**src/rtl/tinynpu_hps_pkg.sv**
```systemverilog
// Shared types for the HPS command sequencer: wait modes, FSM states, counter width.
package tinynpu_hps_pkg;

  typedef enum logic [1:0] {
    WM_NONE  = 2'd0,
    WM_RISE  = 2'd1,
    WM_LEVEL = 2'd2
  } wait_mode_e;

  typedef enum logic [1:0] {
    S_IDLE  = 2'd0,
    S_ISSUE = 2'd1,
    S_WAIT  = 2'd2,
    S_DONE  = 2'd3
  } seq_state_e;

  localparam int CMD_CNT_W = 16;

endpackage

```
**src/rtl/hps_cmd_fifo.sv**
```systemverilog
// Show-ahead synchronous FIFO: pop_data always presents the oldest entry while not empty.
module hps_cmd_fifo #(
  parameter int WIDTH = 8,
  parameter int DEPTH = 16
) (
  input  logic                     clk,
  input  logic                     rst,
  input  logic                     clear,
  input  logic                     push,
  input  logic [WIDTH-1:0]         push_data,
  input  logic                     pop,
  output logic [WIDTH-1:0]         pop_data,
  output logic                     full,
  output logic                     empty,
  output logic [$clog2(DEPTH):0]   level
);

  localparam int AW = $clog2(DEPTH);

  logic [WIDTH-1:0] mem [DEPTH];
  logic [AW-1:0]    wr_ptr_reg;
  logic [AW-1:0]    rd_ptr_reg;
  logic [AW:0]      level_reg;
  logic             do_push;
  logic             do_pop;

  assign full     = (level_reg == (AW+1)'(DEPTH));
  assign empty    = (level_reg == '0);
  assign do_push  = push && !full;
  assign do_pop   = pop && !empty;
  assign pop_data = mem[rd_ptr_reg];
  assign level    = level_reg;

  always_ff @(posedge clk) begin
    if (do_push && !clear) begin
      mem[wr_ptr_reg] <= push_data;
    end
  end

  always_ff @(posedge clk) begin
    if (rst || clear) begin
      wr_ptr_reg <= '0;
      rd_ptr_reg <= '0;
      level_reg  <= '0;
    end else begin
      if (do_push) wr_ptr_reg <= wr_ptr_reg + 1'b1;
      if (do_pop)  rd_ptr_reg <= rd_ptr_reg + 1'b1;
      case ({do_push, do_pop})
        2'b10:   level_reg <= level_reg + 1'b1;
        2'b01:   level_reg <= level_reg - 1'b1;
        default: level_reg <= level_reg;
      endcase
    end
  end

endmodule

```
**src/rtl/hps_cmd_sequencer.sv**
```systemverilog
// Queues PIO command words, strobes each onto h2f_pio and waits for a selectable f2h_pio done bit.
// Optional WAIT timeout with sticky err is enabled by defining CMD_TIMEOUT_EN.
module hps_cmd_sequencer
  import tinynpu_hps_pkg::*;
#(
  parameter int DATA_W      = 32,
  parameter int DEPTH       = 16,
  parameter int SEL_W       = $clog2(DATA_W),
  parameter int TIMEOUT_CYC = 65535
) (
  input  logic                     clk,
  input  logic                     rst,
  input  logic                     cmd_valid,
  output logic                     cmd_ready,
  input  logic [DATA_W-1:0]        cmd_data,
  input  logic [1:0]               cmd_mode,
  input  logic [SEL_W-1:0]         cmd_sel,
  input  logic                     flush,
  output logic [DATA_W-1:0]        h2f_pio,
  output logic                     h2f_write,
  input  logic [DATA_W-1:0]        f2h_pio,
  output logic                     busy,
  output logic                     done_pulse,
  output logic [CMD_CNT_W-1:0]     cmd_count,
  output logic [$clog2(DEPTH):0]   fifo_level,
  output logic                     err
);

  localparam int ENTRY_W = 2 + SEL_W + DATA_W;

  seq_state_e          state_reg, state_next;
  logic                fifo_full;
  logic                fifo_empty;
  logic [ENTRY_W-1:0]  fifo_dout;
  logic                pop;
  logic [1:0]          mode_reg;
  logic [SEL_W-1:0]    sel_reg;
  logic [DATA_W-1:0]   h2f_pio_reg;
  logic [DATA_W-1:0]   f2h_prev_reg;
  logic                done_pulse_reg;
  logic [CMD_CNT_W-1:0] cmd_count_reg;
  logic                hit;
  logic                timeout;
  logic                waits;

  hps_cmd_fifo #(
    .WIDTH (ENTRY_W),
    .DEPTH (DEPTH)
  ) u_fifo (
    .clk       (clk),
    .rst       (rst),
    .clear     (flush),
    .push      (cmd_valid),
    .push_data ({cmd_mode, cmd_sel, cmd_data}),
    .pop       (pop),
    .pop_data  (fifo_dout),
    .full      (fifo_full),
    .empty     (fifo_empty),
    .level     (fifo_level)
  );

  assign cmd_ready  = !fifo_full;
  assign h2f_pio    = h2f_pio_reg;
  assign h2f_write  = (state_reg == S_ISSUE);
  assign busy       = !fifo_empty || (state_reg != S_IDLE);
  assign done_pulse = done_pulse_reg;
  assign cmd_count  = cmd_count_reg;

  // Reserved mode 3 falls through to NONE.
  assign waits = (mode_reg == WM_RISE) || (mode_reg == WM_LEVEL);

  always_comb begin
    hit = 1'b0;
    if (mode_reg == WM_RISE) begin
      hit = f2h_pio[sel_reg] && !f2h_prev_reg[sel_reg];
    end else if (mode_reg == WM_LEVEL) begin
      hit = f2h_pio[sel_reg];
    end
  end

  always_comb begin
    state_next = state_reg;
    pop        = 1'b0;
    case (state_reg)
      S_IDLE: begin
        // Hold off one cycle while the previous completion is reported, spacing strobes 4 apart.
        if (!fifo_empty && !done_pulse_reg) begin
          pop        = 1'b1;
          state_next = S_ISSUE;
        end
      end
      S_ISSUE: state_next = waits ? S_WAIT : S_DONE;
      S_WAIT: begin
        if (hit) begin
          state_next = S_DONE;
        end else if (timeout) begin
          state_next = S_IDLE;
        end
      end
      S_DONE:  state_next = S_IDLE;
      default: state_next = S_IDLE;
    endcase
    if (flush) begin
      state_next = S_IDLE;
      pop        = 1'b0;
    end
  end

  always_ff @(posedge clk) begin
    if (rst) begin
      state_reg      <= S_IDLE;
      mode_reg       <= '0;
      sel_reg        <= '0;
      h2f_pio_reg    <= '0;
      f2h_prev_reg   <= '0;
      done_pulse_reg <= 1'b0;
      cmd_count_reg  <= '0;
    end else begin
      state_reg      <= state_next;
      f2h_prev_reg   <= f2h_pio;
      done_pulse_reg <= (state_reg == S_DONE) && !flush;
      if ((state_reg == S_DONE) && !flush) begin
        cmd_count_reg <= cmd_count_reg + 1'b1;
      end
      if (pop) begin
        {mode_reg, sel_reg, h2f_pio_reg} <= fifo_dout;
      end
    end
  end

`ifdef CMD_TIMEOUT_EN
  localparam logic [15:0] TO_LAST = 16'(TIMEOUT_CYC - 1);

  logic [15:0] wait_cnt_reg;
  logic        err_reg;

  // Fires during the last budgeted WAIT cycle, so err rises after exactly TIMEOUT_CYC WAIT cycles.
  assign timeout = (wait_cnt_reg == TO_LAST);
  assign err     = err_reg;

  always_ff @(posedge clk) begin
    if (rst || flush) begin
      wait_cnt_reg <= '0;
      err_reg      <= 1'b0;
    end else begin
      if (state_reg == S_ISSUE) begin
        wait_cnt_reg <= '0;
      end else if (state_reg == S_WAIT) begin
        wait_cnt_reg <= wait_cnt_reg + 1'b1;
      end
      if ((state_reg == S_WAIT) && !hit && timeout) begin
        err_reg <= 1'b1;
      end
    end
  end
`else
  assign timeout = 1'b0;
  assign err     = 1'b0;
`endif

endmodule
```
**config.mk**
```make
export PLATFORM = sky130hd
export DESIGN_NAME = hps_cmd_sequencer
export DESIGN_NICKNAME = d
export VERILOG_FILES = /design/src/rtl/tinynpu_hps_pkg.sv /design/src/rtl/hps_cmd_fifo.sv /design/src/rtl/hps_cmd_sequencer.sv
export SDC_FILE = /design/constraint.sdc
export NUM_CORES = 1
export LEC_CHECK = 0
export ABC_AREA = 1
export CAP_MARGIN = 20
export CORE_UTILIZATION = 40
export CTS_CLUSTER_DIAMETER = 60
export DETAILED_ROUTE_END_ITERATION = 8
export PLACE_DENSITY = 0.6
export SYNTH_ARGS = -nofsm -noshare
export SYNTH_HDL_FRONTEND = slang
export SYNTH_SLANG_ARGS = --single-unit
```
**constraint.sdc**
```tcl
create_clock -name clk -period 5.1 [get_ports clk]
set_input_delay 1.275 -clock clk [delete_from_list [all_inputs] [get_ports clk]]
set_output_delay 1.275 -clock clk [all_outputs]
set_load 0.05 [all_outputs]
```
Word-level counts from Yosys, hierarchy flattened
Memories as Yosys holds them, arrays and structs flattened. A register that Yosys moved wholly into a read port is not among the register bits.
Index checks and enable logic that the tools add are counted.

operators by class
  magnitude comparators = 1
  equal/unequal tests = 10
  muxes and demuxes = 16
  reduce and logical (&&, ||, !) cells = 20
  add/subtract/negate cells = 5

operators with widths
  kind                     number
  $add A16 B1 Y16 const B  1
  $bmux W1 S5              2
  $mux W1                  10
  $pmux W5 S2              1
  $add A4 B1 Y4 const B    2
  $eq A2 B2 Y1 const B     4
  $pmux W2 S4              1
  $eq A2 B1 Y1 const B     3
  $logic_and A1 B1 Y1      6
  $lt A5 B6 Y1 const B     1
  $add A5 B1 Y5 const B    1
  $eq A5 B5 Y1 const B     1
  $logic_not A1 Y1         5
  $logic_not A5 Y1         1
  $sub A5 B1 Y5 const B    1
  $mux W2                  2
  $ne A2 B2 Y1 const B     2
  $reduce_bool A2 Y1       2
  $logic_or A1 B1 Y1       3
  $logic_not A2 Y1         1
  $reduce_and A2 Y1        1
  $reduce_or A2 Y1         1

storage, ports and cells
  bits in writable memories = 624
  logic and storage cells = 60
  memories = 1
  flip-flop bits (word level) = 64
  output and inout bits = 58
  input port bits = 75

memory list
  name        words  bits a word  rd ports  clocked after memory_dff  wr ports  RTL line            source
  u_fifo.mem  16     39           1         1                         1         hps_cmd_fifo.sv:20  logic [WIDTH-1:0] mem [DEPTH];

Depth between registers and ports, before layout
  depth after elaboration = 9
  depth in mapped cells = 17

Hierarchy
From an unflattened synthesis, not the netlist that was laid out.

unflattened totals
  cells, all modules = 3,201
  area, all modules = 31,575.3 um^2

modules (own cells, without submodules)
  module             sequential area each (um^2)  area an instance (um^2)  cells an instance  times used
  hps_cmd_fifo       19,078.3                     27,731.6                 2,658              1
  hps_cmd_sequencer  1,801.7                      3,843.7                  543                1

Worst setup path after synthesis
Ideal clock, no wire load.

  path type = register to register
  start point = register u_fifo.level_reg[1], in the netlist u_fifo.level[1]
  end point = memory u_fifo.mem[3][0] in the netlist's numbering (enable)
  path slack = 0.314 ns
  buffers on the path = 0
  stages on the path, launching flop included = 7
  required time = 4.616 ns
  data arrival time = 4.302 ns
  path through = dfxtp_1 nor4_2 nand2_1 nand2_1 inv_1 nand2_1 nor3_1

between the ends
  word-level cells in the longest chain between the ends = 6

ends and longest elaborated chain
  item                           RTL line                 source
  start: declaration             hps_cmd_fifo.sv:23       logic [AW:0] level_reg;
  start signal: assignment       hps_cmd_fifo.sv:49       2'b10: level_reg <= level_reg + 1'b1;
  start signal: assignment       hps_cmd_fifo.sv:50       2'b01: level_reg <= level_reg - 1'b1;
  start signal: assignment       hps_cmd_fifo.sv:51       default: level_reg <= level_reg;
  $eq A5 B5 Y1                   hps_cmd_fifo.sv:27       assign full = (level_reg == (AW+1)'(DEPTH));
  $logic_not A1 Y1               --
  via cmd_ready                  hps_cmd_sequencer.sv:14  output logic cmd_ready,
  $logic_and A1 B1 Y1            hps_cmd_fifo.sv:29       assign do_push = push && !full;
  $logic_and A1 B1 Y1            hps_cmd_fifo.sv:35       if (do_push && !clear) begin
  $mux W1                        hps_cmd_fifo.sv:35
  $mux W1 (not written as such)  hps_cmd_fifo.sv:36       mem[wr_ptr_reg] <= push_data;
  end: declaration               hps_cmd_fifo.sv:20

The timed path passes the listed nets, and every way through them passes these cells.

Worst setup path after layout
  start point = register state_reg[0]
  end point = output port busy

between the ends
  word-level cells in the longest chain between the ends = 2

ends and longest elaborated chain
  item                      RTL line                  source
  start: declaration        hps_cmd_sequencer.sv:31   seq_state_e state_reg, state_next;
  start signal: assignment  hps_cmd_sequencer.sv:119  state_reg <= state_next;
  $reduce_bool A2 Y1        hps_cmd_sequencer.sv:65   assign busy = !fifo_empty || (state_reg != S_IDLE);
  $logic_or A1 B1 Y1        hps_cmd_sequencer.sv:65
  end: declaration          hps_cmd_sequencer.sv:22   output logic busy,

No other way between the ends.

==> run metrics <==
crit end category=output pin; Cell Area, Synth=0.0288 mm^2; Yosys warnings=0; synthesized area per cell=12.0 um^2; worst ir drop on vdd=0.000266 V; vias in the first global route=18900; worst-margin pin slew=1.06 ns; Peak Freq=276 MHz; dominant synthesized flop cell=edfxtp_1; Hold Crit Class=register to register; Clock Skews=0.0240 ns; vias per cell=5.47; Mapped Nets=2492; RSZ-0062 raised after global routing=no; Final min period=3.62 ns; Die Wd=270 um; final WL=74400 um; CTS Sinks=727; CTS buffer count=79; HP Start=cmd_count[12]$_SDFFE_PP0P_; gr usage total=20.1%; flops & latches, synth=727; status=complete, no violations; Worst Setup Path Type=register to output pin; worst reg2reg endpoint=h2f_pio[25]$_SDFFE_PP0N_; Final #Nets=2586; die area=0.0732 mm^2; Root Driver=clkbuf_16; reg2reg path depth=7; DP HPWL=43000 um; family with the most delay on the worst path=buffers and inverters; dominant cells by area after synthesis=edfxtp_1 65%, dfxtp_1 7.2%, o21ai_0 6.8%; CTS tree=yes; cell with the most instances after synthesis=edfxtp_1; area leader, netlist=edfxtp_1; clock buffer depth=3; Async S/R FF share, synth=0%; number of flip-flops under the largest register name=624; Mapped Cells=2399; Clk Latency, worst-skew pair=0.62 ns; Final ANT Viol Nets=0; post-CTS setup buffer count=0; R2R setup slack=2.11 ns; CP max-delay cell=clkdlybuf4s50_1; Final Setup Violations=0; worst relative slew slack=29.5%; post-synth top area share=65.0%; chip height=270 um; setup TNS=0 ns; initial antenna violation count=4; buffer and inverter count on the worst path=2; DRC viols=0; endpoints failing hold=0; pins over their slew limit=0; top cells by count, synth=624 x edfxtp_1, 478 x nor2_1, 389 x o21ai_0; worst hold endpoint=cmd_count[12]$_SDFFE_PP0P_; Reg clk slew, reported paths=0.06 ns; register area share after synthesis=72.1%; Max stage delay on crit path=0.83 ns; drt first pass iters=5; PortBufs=131; area growth from synthesis to layout=16.9%; Congestion Overflow GR=0; starting density of the core=40.4%; synth unique cells=38; share of the clock period used by the worst path=70.9%; Post-synth EDFFs=624; max_cap viols=0; io pins=133; pwr/cell area=414 mW/mm^2; routability cong.=0.794; critical path cell sequence=inv_1, ha_1, nand3_1, clkdlybuf4s50_1; hold depth=2; Fillers=6333; worst r2r src=u_fifo.rd_ptr_reg[1]$_SDFFE_PP0P_; Worst EP arrival=2.34 ns; CTS Hold Bufs=0; largest net degree at the start of global routing=139; Final Util=47.2%; Worst EP required=3.83 ns; Startpoint Class=register; crit-path max FO=5; initial DRC count=2031; FP Rows=98; core box area=0.0714 mm^2; PostCTS Resize Cnt=0; DR WL/cell=21.2 um; vias=19200; Leakage=11.5 nW; share of layout cells above drive strength 1=7.47%; H-Tree Level Count=3; first-pass GRT wire length=113000 um
[report_power, final]
part	leakage, nW	internal [mW]	switching (mW)
sequential	6.47	6.56	0.0960
combinational	3.79	0.519	1.15
clock	1.25	3.35	2.29
total	11.5	10.4	3.54
[layer usage]
metal / part of all wire [%] / vias to the layer above / GRT usage, %
li1: - / 8865 / -
met1: 44 / 9540 / 27.3
met2: 47 / 683 / 32.5
met3: 6.2 / 127 / 3.35
met4: 2.9 / 2 / 7.11
met5: 0.017 / - / 0
[cell type report]
class,count,area [um^2],share of cell area [%]
Clock inverter,23,260,0.772
Inverter,117,452,1.34
Antenna cell,3,7.51,0.0223
Tap cell,950,1190,3.53
Clock buffer,123,2320,6.88
Multi-Input combinational cell,1396,6920,20.5
Sequential cell,727,20800,61.8
Timing Repair Buffer,172,1740,5.16
[tightest hold or removal path: stages, from the launching register on]
cell	delay, ns
dfxtp_1	0.32
inv_1	0.06
a21oi_1	0.05
[kinds of logic (layout without fill, tap and decap cells)]
group	count (synthesis)	after routing	synth area share (%)
flip-flops	727	727	72.1
AO/OA/AOI/OAI	707	707	13.6
AND/OR/NAND/NOR	668	668	9.16
buffers and inverters	276	435	4.25
adder cells (fa/ha/maj)	18	18	0.807
XOR/XNOR	2	2	0.0608
other	1	4	0.0130
[worst max path at each step]
stage	start	end	slack [ns]	cells past startpoint
2_1_floorplan	u_fifo.level[1]$_SDFFE_PP0P_	u_fifo.mem[3][0]$_DFFE_PP_	0.31	6
3_3_place_gp	flush	u_fifo.mem[4][9]$_DFFE_PP_	1.25	5
3_5_place_dp	flush	u_fifo.mem[4][9]$_DFFE_PP_	1.19	5
4_1_cts	u_fifo.level[1]$_SDFFE_PP0P_	busy	1.43	3
5_1_grt	state_reg[0]$_SDFFE_PP0P_	busy	1.43	4
6_report	state_reg[0]$_SDFFE_PP0P_	busy	1.48	4
[cell usage in the layout (no fill, tap or decap), drive strengths merged, types with 3 or more instances in the layout]
master,synthesis,final
o21bai,32,32
a21oi,33,33
edfxtp,624,624
o21ai,440,440
clkdlybuf4s50,0,130
nor2,481,481
o21a,3,3
buf,73,42
clkbuf,86,123
clkinv,2,13
clkinvlp,0,3
diode,0,3
nand2,114,114
bufinv,0,4
o22ai,182,182
nor3,7,7
ha,17,17
nand4,3,3
dfxtp,103,103
nand3,59,59
inv,115,120
o32ai,13,13
[per-stage QoR]
step	setup WS (ns)	area [um^2]	power, mW	std cells	hold WS (ns)
2_1_floorplan	0.314	28800	7.86	2399	0.487
4_1_cts	1.43	33700	14.1	3508	0.491
5_1_grt	1.43	33700	14.5	3510	0.532
3_5_place_dp	1.19	31100	8.46	3362	0.482
6_report	1.48	33700	14.0	3511	0.487
3_3_place_gp	1.25	31100	8.43	3362	0.478
Note: power is estimated with default switching activity, not from simulation.
